===== src/rtl/simon_pkg.sv =====
// simon_pkg: shared state encoding, default timing constants and one-hot helpers
package simon_pkg;
  typedef enum logic [1:0] {ST_IDLE, ST_CLEAR, ST_PLAY, ST_OVER} state_t;
  localparam int DEB_CYCLES_DEF   = 3;
  localparam int BLINK_HALF_DEF   = 15;
  localparam int CLEAR_CYCLES_DEF = 2;
  function automatic logic is_onehot(input logic [3:0] v);
    return (v != 4'b0000) && ((v & (v - 4'b0001)) == 4'b0000);
  endfunction
  function automatic logic [1:0] onehot_idx(input logic [3:0] v);
    return v[3] ? 2'd3 : v[2] ? 2'd2 : v[1] ? 2'd1 : 2'd0;
  endfunction
endpackage


===== src/rtl/btn_debounce.sv =====
// btn_debounce: 2-flop synchronizer followed by a consecutive-sample debouncer
module btn_debounce #(
  parameter int DEB_CYCLES = 3
) (
  input  logic clk,
  input  logic reset,
  input  logic i_raw,
  output logic o_deb
);
  localparam int CW = $clog2(DEB_CYCLES) + 1;
  logic [1:0]    r_sync;
  logic          r_deb;
  logic [CW-1:0] r_cnt;
  // synchronize, then adopt the new level after DEB_CYCLES consecutive differing samples
  always_ff @(posedge clk) begin
    if (reset) begin
      r_sync <= 2'b00;
      r_deb  <= 1'b0;
      r_cnt  <= '0;
    end else begin
      r_sync <= {r_sync[0], i_raw};
      if (r_sync[1] == r_deb) r_cnt <= '0;
      else if (r_cnt == CW'(DEB_CYCLES - 1)) begin
        r_deb <= r_sync[1];
        r_cnt <= '0;
      end else r_cnt <= r_cnt + 1'b1;
    end
  end
  assign o_deb = r_deb;
endmodule


===== src/rtl/simon_game_ctrl.sv =====
// simon_game_ctrl: game sequencing, press acceptance, scoring and lamp drive around a Simon core
module simon_game_ctrl import simon_pkg::*; #(
  parameter int DEB_CYCLES   = DEB_CYCLES_DEF,
  parameter int BLINK_HALF   = BLINK_HALF_DEF,
  parameter int CLEAR_CYCLES = CLEAR_CYCLES_DEF
) (
  input  logic       clk,
  input  logic       reset,
  input  logic       start,
  input  logic [3:0] btn,
  input  logic       simon_turn,
  input  logic [1:0] simon_num,
  input  logic       simon_pressed,
  input  logic       game_over,
  output logic       core_reset,
  output logic [1:0] player_num,
  output logic       player_pressed,
  output logic [3:0] led,
  output logic [4:0] score,
  output logic       playing,
  output logic       win
);
  localparam int CW = $clog2((BLINK_HALF > CLEAR_CYCLES) ? BLINK_HALF : CLEAR_CYCLES) + 1;
  state_t        r_state, w_state_n;
  logic [CW-1:0] r_cnt, w_cnt_n;
  logic          r_core_reset, r_pp, r_playing, r_win, r_lockout, r_prev_turn, r_start_prev;
  logic [1:0]    r_pnum;
  logic [3:0]    r_led, r_btn_prev;
  logic [4:0]    r_score;
  logic          w_start, w_start_rise, w_turn_rise, w_accept, w_win_n, w_lockout_n, w_prev_turn_n;
  logic [3:0]    w_btn, w_led_n;
  logic [4:0]    w_score_n;

  btn_debounce #(.DEB_CYCLES(DEB_CYCLES)) u_deb_start (
    .clk(clk), .reset(reset), .i_raw(start), .o_deb(w_start)
  );
  for (genvar i = 0; i < 4; i++) begin : g_btn
    btn_debounce #(.DEB_CYCLES(DEB_CYCLES)) u_deb_btn (
      .clk(clk), .reset(reset), .i_raw(btn[i]), .o_deb(w_btn[i])
    );
  end

  assign w_start_rise = w_start & ~r_start_prev;
  assign w_turn_rise  = simon_turn & ~r_prev_turn;
  assign w_accept     = (r_state == ST_PLAY) && !simon_turn && (r_btn_prev == 4'b0000)
                        && is_onehot(w_btn) && !r_lockout;

  // next state and next values of every registered output
  always_comb begin
    w_state_n     = r_state;
    w_cnt_n       = '0;
    w_score_n     = r_score;
    w_win_n       = r_win;
    w_prev_turn_n = r_prev_turn;
    w_lockout_n   = (w_btn == 4'b0000) ? 1'b0 : (r_lockout | ~is_onehot(w_btn));
    case (r_state)
      ST_IDLE:  w_state_n = w_start_rise ? ST_CLEAR : ST_IDLE;
      ST_CLEAR: begin
        w_cnt_n   = r_cnt + 1'b1;
        w_state_n = (r_cnt == CW'(CLEAR_CYCLES - 1)) ? ST_PLAY : ST_CLEAR;
      end
      ST_PLAY: begin
        w_prev_turn_n = simon_turn;
        w_score_n     = (w_turn_rise && r_score != 5'd31) ? r_score + 5'd1 : r_score;
        w_win_n       = game_over & w_turn_rise;
        w_state_n     = game_over ? ST_OVER : ST_PLAY;
      end
      ST_OVER: begin
        w_cnt_n   = (w_start_rise || r_cnt == CW'(BLINK_HALF - 1)) ? '0 : r_cnt + 1'b1;
        w_state_n = w_start_rise ? ST_CLEAR : ST_OVER;
      end
    endcase
    if (w_state_n == ST_CLEAR) begin
      w_score_n     = 5'd0;
      w_win_n       = 1'b0;
      w_lockout_n   = 1'b0;
      w_prev_turn_n = 1'b1;
    end
    w_led_n = (w_state_n == ST_PLAY) ? (simon_turn ? (simon_pressed ? 4'b0001 << simon_num : 4'b0000) : w_btn)
            : (w_state_n == ST_OVER) ? ((r_state != ST_OVER || w_win_n) ? 4'b1111
                                        : (r_cnt == CW'(BLINK_HALF - 1)) ? ~r_led : r_led)
            : 4'b0000;
  end

  // state and output registers
  always_ff @(posedge clk) begin
    if (reset) begin
      r_state      <= ST_IDLE;
      r_cnt        <= '0;
      r_core_reset <= 1'b1;
      r_pnum       <= 2'd0;
      r_pp         <= 1'b0;
      r_led        <= 4'b0000;
      r_score      <= 5'd0;
      r_playing    <= 1'b0;
      r_win        <= 1'b0;
      r_lockout    <= 1'b0;
      r_prev_turn  <= 1'b1;
      r_btn_prev   <= 4'b0000;
      r_start_prev <= 1'b0;
    end else begin
      r_state      <= w_state_n;
      r_cnt        <= w_cnt_n;
      r_core_reset <= (w_state_n == ST_IDLE) || (w_state_n == ST_CLEAR);
      r_pnum       <= w_accept ? onehot_idx(w_btn) : r_pnum;
      r_pp         <= w_accept;
      r_led        <= w_led_n;
      r_score      <= w_score_n;
      r_playing    <= (w_state_n == ST_PLAY);
      r_win        <= w_win_n;
      r_lockout    <= w_lockout_n;
      r_prev_turn  <= w_prev_turn_n;
      r_btn_prev   <= w_btn;
      r_start_prev <= w_start;
    end
  end

  assign core_reset     = r_core_reset;
  assign player_num     = r_pnum;
  assign player_pressed = r_pp;
  assign led            = r_led;
  assign score          = r_score;
  assign playing        = r_playing;
  assign win            = r_win;
endmodule


===== config.mk =====
export PLATFORM = sky130hd
export DESIGN_NAME = simon_game_ctrl
export DESIGN_NICKNAME = d
export VERILOG_FILES = /design/src/rtl/simon_pkg.sv /design/src/rtl/btn_debounce.sv /design/src/rtl/simon_game_ctrl.sv
export SDC_FILE = /design/constraint.sdc
export NUM_CORES = 1
export LEC_CHECK = 0
export ABC_CLOCK_PERIOD_IN_PS = 2100
export CAP_MARGIN = 10
export CORE_MARGIN = 10
export CORE_UTILIZATION = 58
export CTS_BUF_LIST = sky130_fd_sc_hd__clkbuf_4
export DETAILED_ROUTE_END_ITERATION = 6
export HOLD_SLACK_MARGIN = 0.06
export PLACE_DENSITY_LB_ADDON = 0.3
export SYNTH_ARGS = -nofsm -noshare
export SYNTH_HDL_FRONTEND = slang
export SYNTH_SLANG_ARGS = --single-unit

===== constraint.sdc =====
create_clock -name clk -period 2.1 [get_ports clk]
set_input_delay 0.63 -clock clk [delete_from_list [all_inputs] [get_ports clk]]
set_output_delay 0.63 -clock clk [all_outputs]
set_load 0.005 [all_outputs]

======== Word-level counts from Yosys, hierarchy flattened ========
Index checks and enable logic that the tools add are counted.
word-level totals
  word-level logic and storage cells ...... 120
  memory bits (read-only) ................. 0
  bits in writable memories ............... 0
  input port bits ......................... 12
  memories ................................ 0
  bits in latches ......................... 0
  output and inout port bits .............. 15
  flip-flop bits (word level) ............. 59
cells by class
  $add $sub $neg .......................... 8
  $mul .................................... 0
  magnitude comparators ................... 0
  reduce and logical (&&, ||, !) cells .... 30
  div/mod/pow operators ................... 0
  equality and inequality tests ........... 21
  shift operators ......................... 1
  bitwise operators ....................... 14
  multiplexer cells ....................... 18
operators with widths
  kind                                                   number
  2-to-1 mux 4 bit                                       6
  OR reduction 3 bit                                     6
  adder 3 x 1 -> 3 bit, second input constant            5
  == test 3 x 2 -> 1 bit, second input constant          5
  zero test 4 bit                                        3
  AND reduction 2 bit                                    6
  adder 5 x 1 -> 5 bit, second input constant            2
  one-hot mux 5 bit (2 select lines)                     1
  == test 2 bit, second input constant                   4
  2-to-1 mux 2 bit                                       4
  NOT 1 bit                                              8
  one-hot mux 2 bit (4 select lines)                     1
  logical AND 1 bit                                      6
  == test 1 bit                                          5
  == test 5 x 1 -> 1 bit, second input constant          1
  == test 5 x 4 -> 1 bit, second input constant          1
  2-to-1 mux 1 bit                                       5
  2-to-1 mux 5 bit                                       1
  inequality test 5 bit, second input constant           1
  bitwise AND 4 bit                                      1
  == test 2 x 1 -> 1 bit, second input constant          2
  zero test 2 bit                                        2
  inequality test 4 x 3 -> 1 bit, second input constant  1
  NOT 4 bit                                              1
  other kinds (9)                                        14

======== Depth between registers and ports, before layout ========
  depth after elaboration ................. 10
  mapped depth ............................ 6
  gate-level depth less buffers ........... 6

======== By module ========
A second synthesis with hierarchy kept.
unflattened totals
  cells, all modules ...................... 252
  area, all modules ....................... 2496.1 sq um
by module, submodules not included
  module           cells each  area an instance (sq um)  sequential area each (sq um)  times used
  simon_game_ctrl  142         1357.6                    580.6                         1
  btn_debounce     22          227.7                     120.1                         5

======== Worst setup path after synthesis ========
No wires, ideal clock.
  path type ............................... input -> register
  start point ............................. input simon_turn
  end point ............................... register r_pnum[0], in the netlist player_num[0]
  arrival time ............................ 1.718 ns
  stages on the path ...................... 4
  path buffers ............................ 0
  path slack .............................. 0.261 ns
  library setup time ...................... 0.121 ns
  path through ............................ or4_1 -> nor4_2 -> nand2_1 -> mux2_4
on the way
  word-level cells in the longest chain between the ends .. 5
RTL lines
  element                          RTL line                source
  start, declared                  simon_game_ctrl.sv:11   input logic simon_turn,
  zero test 1 bit                  simon_game_ctrl.sv:45   assign w_accept = (r_state == ST_PLAY) && !simon_turn && (r_btn_prev == 4'b0000)
  logical AND 1 bit (2 in series)  simon_game_ctrl.sv:45
  logical AND 1 bit (2 in series)  simon_game_ctrl.sv:46   && is_onehot(w_btn) && !r_lockout;
  end signal, assigned             simon_game_ctrl.sv:105  r_pnum <= w_accept ? onehot_idx(w_btn) : r_pnum;
  end, declared                    simon_game_ctrl.sv:27   logic [1:0] r_pnum;
No other way between the ends.
A chain may end at the register's enable or synchronous reset.

======== Worst setup path in the final report ========
  start point ............................. register r_score[0], in the netlist score[0]
  end point ............................... output score[0]
RTL lines
  element                 RTL line                source
  start, declared         simon_game_ctrl.sv:29   logic [4:0] r_score;
  start signal, assigned  simon_game_ctrl.sv:108  r_score <= w_score_n;
  end, declared           simon_game_ctrl.sv:19   output logic [4:0] score,
No word-level cell between the ends.

==> results.json <==
{
  "status": "finished, final reports clean",
  "cts_resized": 0,
  "nets": 325,
  "viasPerCell": 5.20,
  "hold_violations": 0,
  "tightest_slew_ns": 0.398,
  "die_y_um": 85.0,
  "placement.io_buffers": 26,
  "coreArea_sq_um": 4060,
  "grt_max_degree": 31,
  "ff2ff_path_depth": 5,
  "drt_iter0_drc": 110,
  "synth_mux_area_share_pct": 3.88,
  "synthesis.nets": 288,
  "crit_slowest_cell": "clkdlybuf4s50_1",
  "max_stage_delay_ns": 0.53,
  "top_layer": "met4",
  "cts_setup_buffers": 0,
  "power_leakage_uw": 0.00114,
  "grt_use_total_pct": 13.0,
  "critPathRequiredTime_ns": 1.47,
  "finClkSkew_ns": 0.0113,
  "fin_ws_ns": 0.142,
  "drt_first_pass_iters": 4,
  "avgSynthCellArea_sq_um": 9.39,
  "critPathTopFamily": "buffers and inverters",
  "synth_adder_area_share_pct": 8.07,
  "powerDensity_nw_per_um2": 629,
  "cp-end-kind": "output pin",
  "relSlewSlack_pct": 73.4,
  "final_cell_mix": "dfxtp_1 (59), nor2_1 (44), clkdlybuf4s50_1 (26)",
  "timing.final.crit_share_pct": 93.2,
  "routed-wl-met3_um": 184,
  "ff_latch_area_sq_um": 1180,
  "dieArea_sq_um": 7230,
  "crit_cells": 1,
  "crit_type": "reg2out",
  "path_buf_inv": 1,
  "drc": 0,
  "root_buffer": "clkbuf_4",
  "area_delta_synth_final_pct": 18.8,
  "synth_xor_area_share_pct": 4.29,
  "final_antenna_net_count": 0,
  "ir_drop_uv": 435,
  "final_common_cell": "dfxtp_1",
  "fp-row-count": 23,
  "wl_per_cell_um": 12.5,
  "clock_latency_ns": 0.39,
  "synth_compound_area_share_pct": 8.52,
  "htreeDepth": 3,
  "yosys_register_bits": 59,
  "cts.sinks": 59,
  "arrival_ns": 1.33,
  "drt-total-wl_um": 4420,
  "die_w_um": 85.0,
  "seq_area_frac_synth_pct": 48.2,
  "hpwl_um": 3340,
  "clk_path_buf_depth": 2,
  "start_util_pct": 60.4,
  "cp_max_fo": 4,
  "synth_top_area_share_pct": 48.2,
  "io-pin-count": 27,
  "netlist_instances": 261,
  "synth_cell_types": 39,
  "grt_pass1_vias": 1777,
  "gr-total-overflow": 0,
  "wl_met2_um": 2110,
  "cts-hold-fix-buffers": 0,
  "fmax_ghz": 0.511,
  "fillCellCount": 315,
  "numCtsBuffers": 9,
  "synth_warnings": 0,
  "multi_input_area_sq_um": 1170,
  "synth-simple-area-share_pct": 23.0,
  "wl_met1_um": 2020,
  "finalSetupViolCount": 0,
  "maxCapViolCount": 0,
  "antenna_cells": 0,
  "finalSetupTns_ns": 0,
  "hold_depth": 1,
  "synth_area_sq_um": 2450,
  "antenna_found_initial": 0,
  "place_congestion": 0.790,
  "synth_top_cell_by_area": "dfxtp_1",
  "start_kind": "flip-flop",
  "cts.clk_slew.worst_paths_ns": 0.10,
  "slew_violations": 0,
  "vias": 1829,
  "ys_top_cells_by_area": "dfxtp_1 (48%), ha_1 (7.7%), nor2_1 (6.7%), nor2b_1 (5.6%), mux2i_1 (3.3%)",
  "path_cells": "clkdlybuf4s50_1",
  "min_path_type": "reg2reg",
  "drive_above_1_share_pct": 8.28,
  "rsz0062_at_grt": "no",
  "min_period_ns": 1.96,
  "cts_tree": "built",
  "place_ws_ns": -0.195,
  "synth_top_family_by_area": "simple AND/OR/NAND/NOR gates",
  "grt_pass1_wl_um": 7690
}
==> flip-flops by register name (all words and copies together) (netlist names), 2 cells and up <==
register	count
u_deb_start.r_sync	2
r_cnt	5
g_btn.u_deb_btn.r_cnt	12
g_btn.u_deb_btn.o_deb	4
u_deb_start.r_cnt	3
r_btn_prev	4
player_num	2
led	4
g_btn.u_deb_btn.r_sync	8
r_state	2
score	5
==> worst paths after layout <==
path	to	slack [ns]	start
worst max-delay path	score[0]	0.14	score[0]
worst min-delay path	g_btn[3].u_deb_btn.r_cnt[0]	0.44	g_btn[3].u_deb_btn.r_cnt[0]
worst max register to register	r_prev_turn	0.44	r_cnt[0]
worst min register to register	g_btn[3].u_deb_btn.r_cnt[0]	0.44	g_btn[3].u_deb_btn.r_cnt[0]
==> kinds of logic (layout without fill, tap and decap cells) <==
logic type                 count (synthesis)  after routing
and+or+nand+nor                          109            109
DFF                                       59             59
AOI/OAI and AO/OA                         30             30
buffers and inverters                     26             67
adders and majority gates                 16             16
xor gates and xnor gates                  12             12
muxes                                      9              9
==> final cells by class <==
type,count,share of cell area (%)
Clock buffer,11,2.84
Clock inverter,4,0.644
Inverter,19,2.45
Multi-Input combinational cell,176,40.2
Sequential cell,59,40.5
Tap cell,50,2.15
Timing Repair Buffer,33,11.2
==> per-layer routing <==
metal	up-vias	track usage [%]
met5	-	0
met4	0	6.59
met3	9	5.16
met2	26	20.6
met1	851	14.7
li1	943	-
==> metrics by stage <==
stage | total power [uW] | cell area, sq um | hold slack (ns) | std cells | util (%)
6_report | 1830 | 2910 | 0.444 | 352 | 71.8
5_1_grt | 1910 | 2910 | 0.459 | 352 | 71.8
4_1_cts | 1860 | 2910 | 0.444 | 352 | 71.8
3_5_place_dp | 1240 | 2810 | 0.427 | 337 | 69.3
3_3_place_gp | 1230 | 2810 | 0.419 | 337 | 69.3
2_1_floorplan | 1190 | 2450 | 0.414 | 261 | -
==> cells in the mapped netlist (all sizes together) <==
cell type	number
and3	2
or2b	1
nor3b	1
nor4	1
xor2	4
nor3	6
inv	19
or4	1
mux2	1
nand2b	4
nand4b	1
nor4b	3
xnor2	8
o21bai	1
a21o	5
nor2b	22
o211ai	1
maj3	1
o2bb2ai	1
a311oi	1
nand2	11
a22oi	1
o21ai	1
ha	15
dfxtp	59
nand3	3
a211o	3
buf	2
nand3b	3
clkbuf	5
a21oi	8
and4bb	1
or3	5
mux2i	8
a221oi	4
o22ai	4
nor2	44
==> worst register-to-register path, cell delays in order (launching register included) <==
cell and delay, ns:
dfxtp_1 0.40, ha_1 0.16, nor4b_1 0.33, nand2_1 0.18
a21o_1 0.23, a211o_1 0.26
==> power by group <==
group          total, uW  internal (uW)  switching, uW  leakage, uW
Combinational       72.9           40.2           32.7     0.000599
Sequential          1140           1130           6.02     0.000478
Clock                624            254            370    0.0000639
Note: power is estimated with default switching activity, not from simulation.
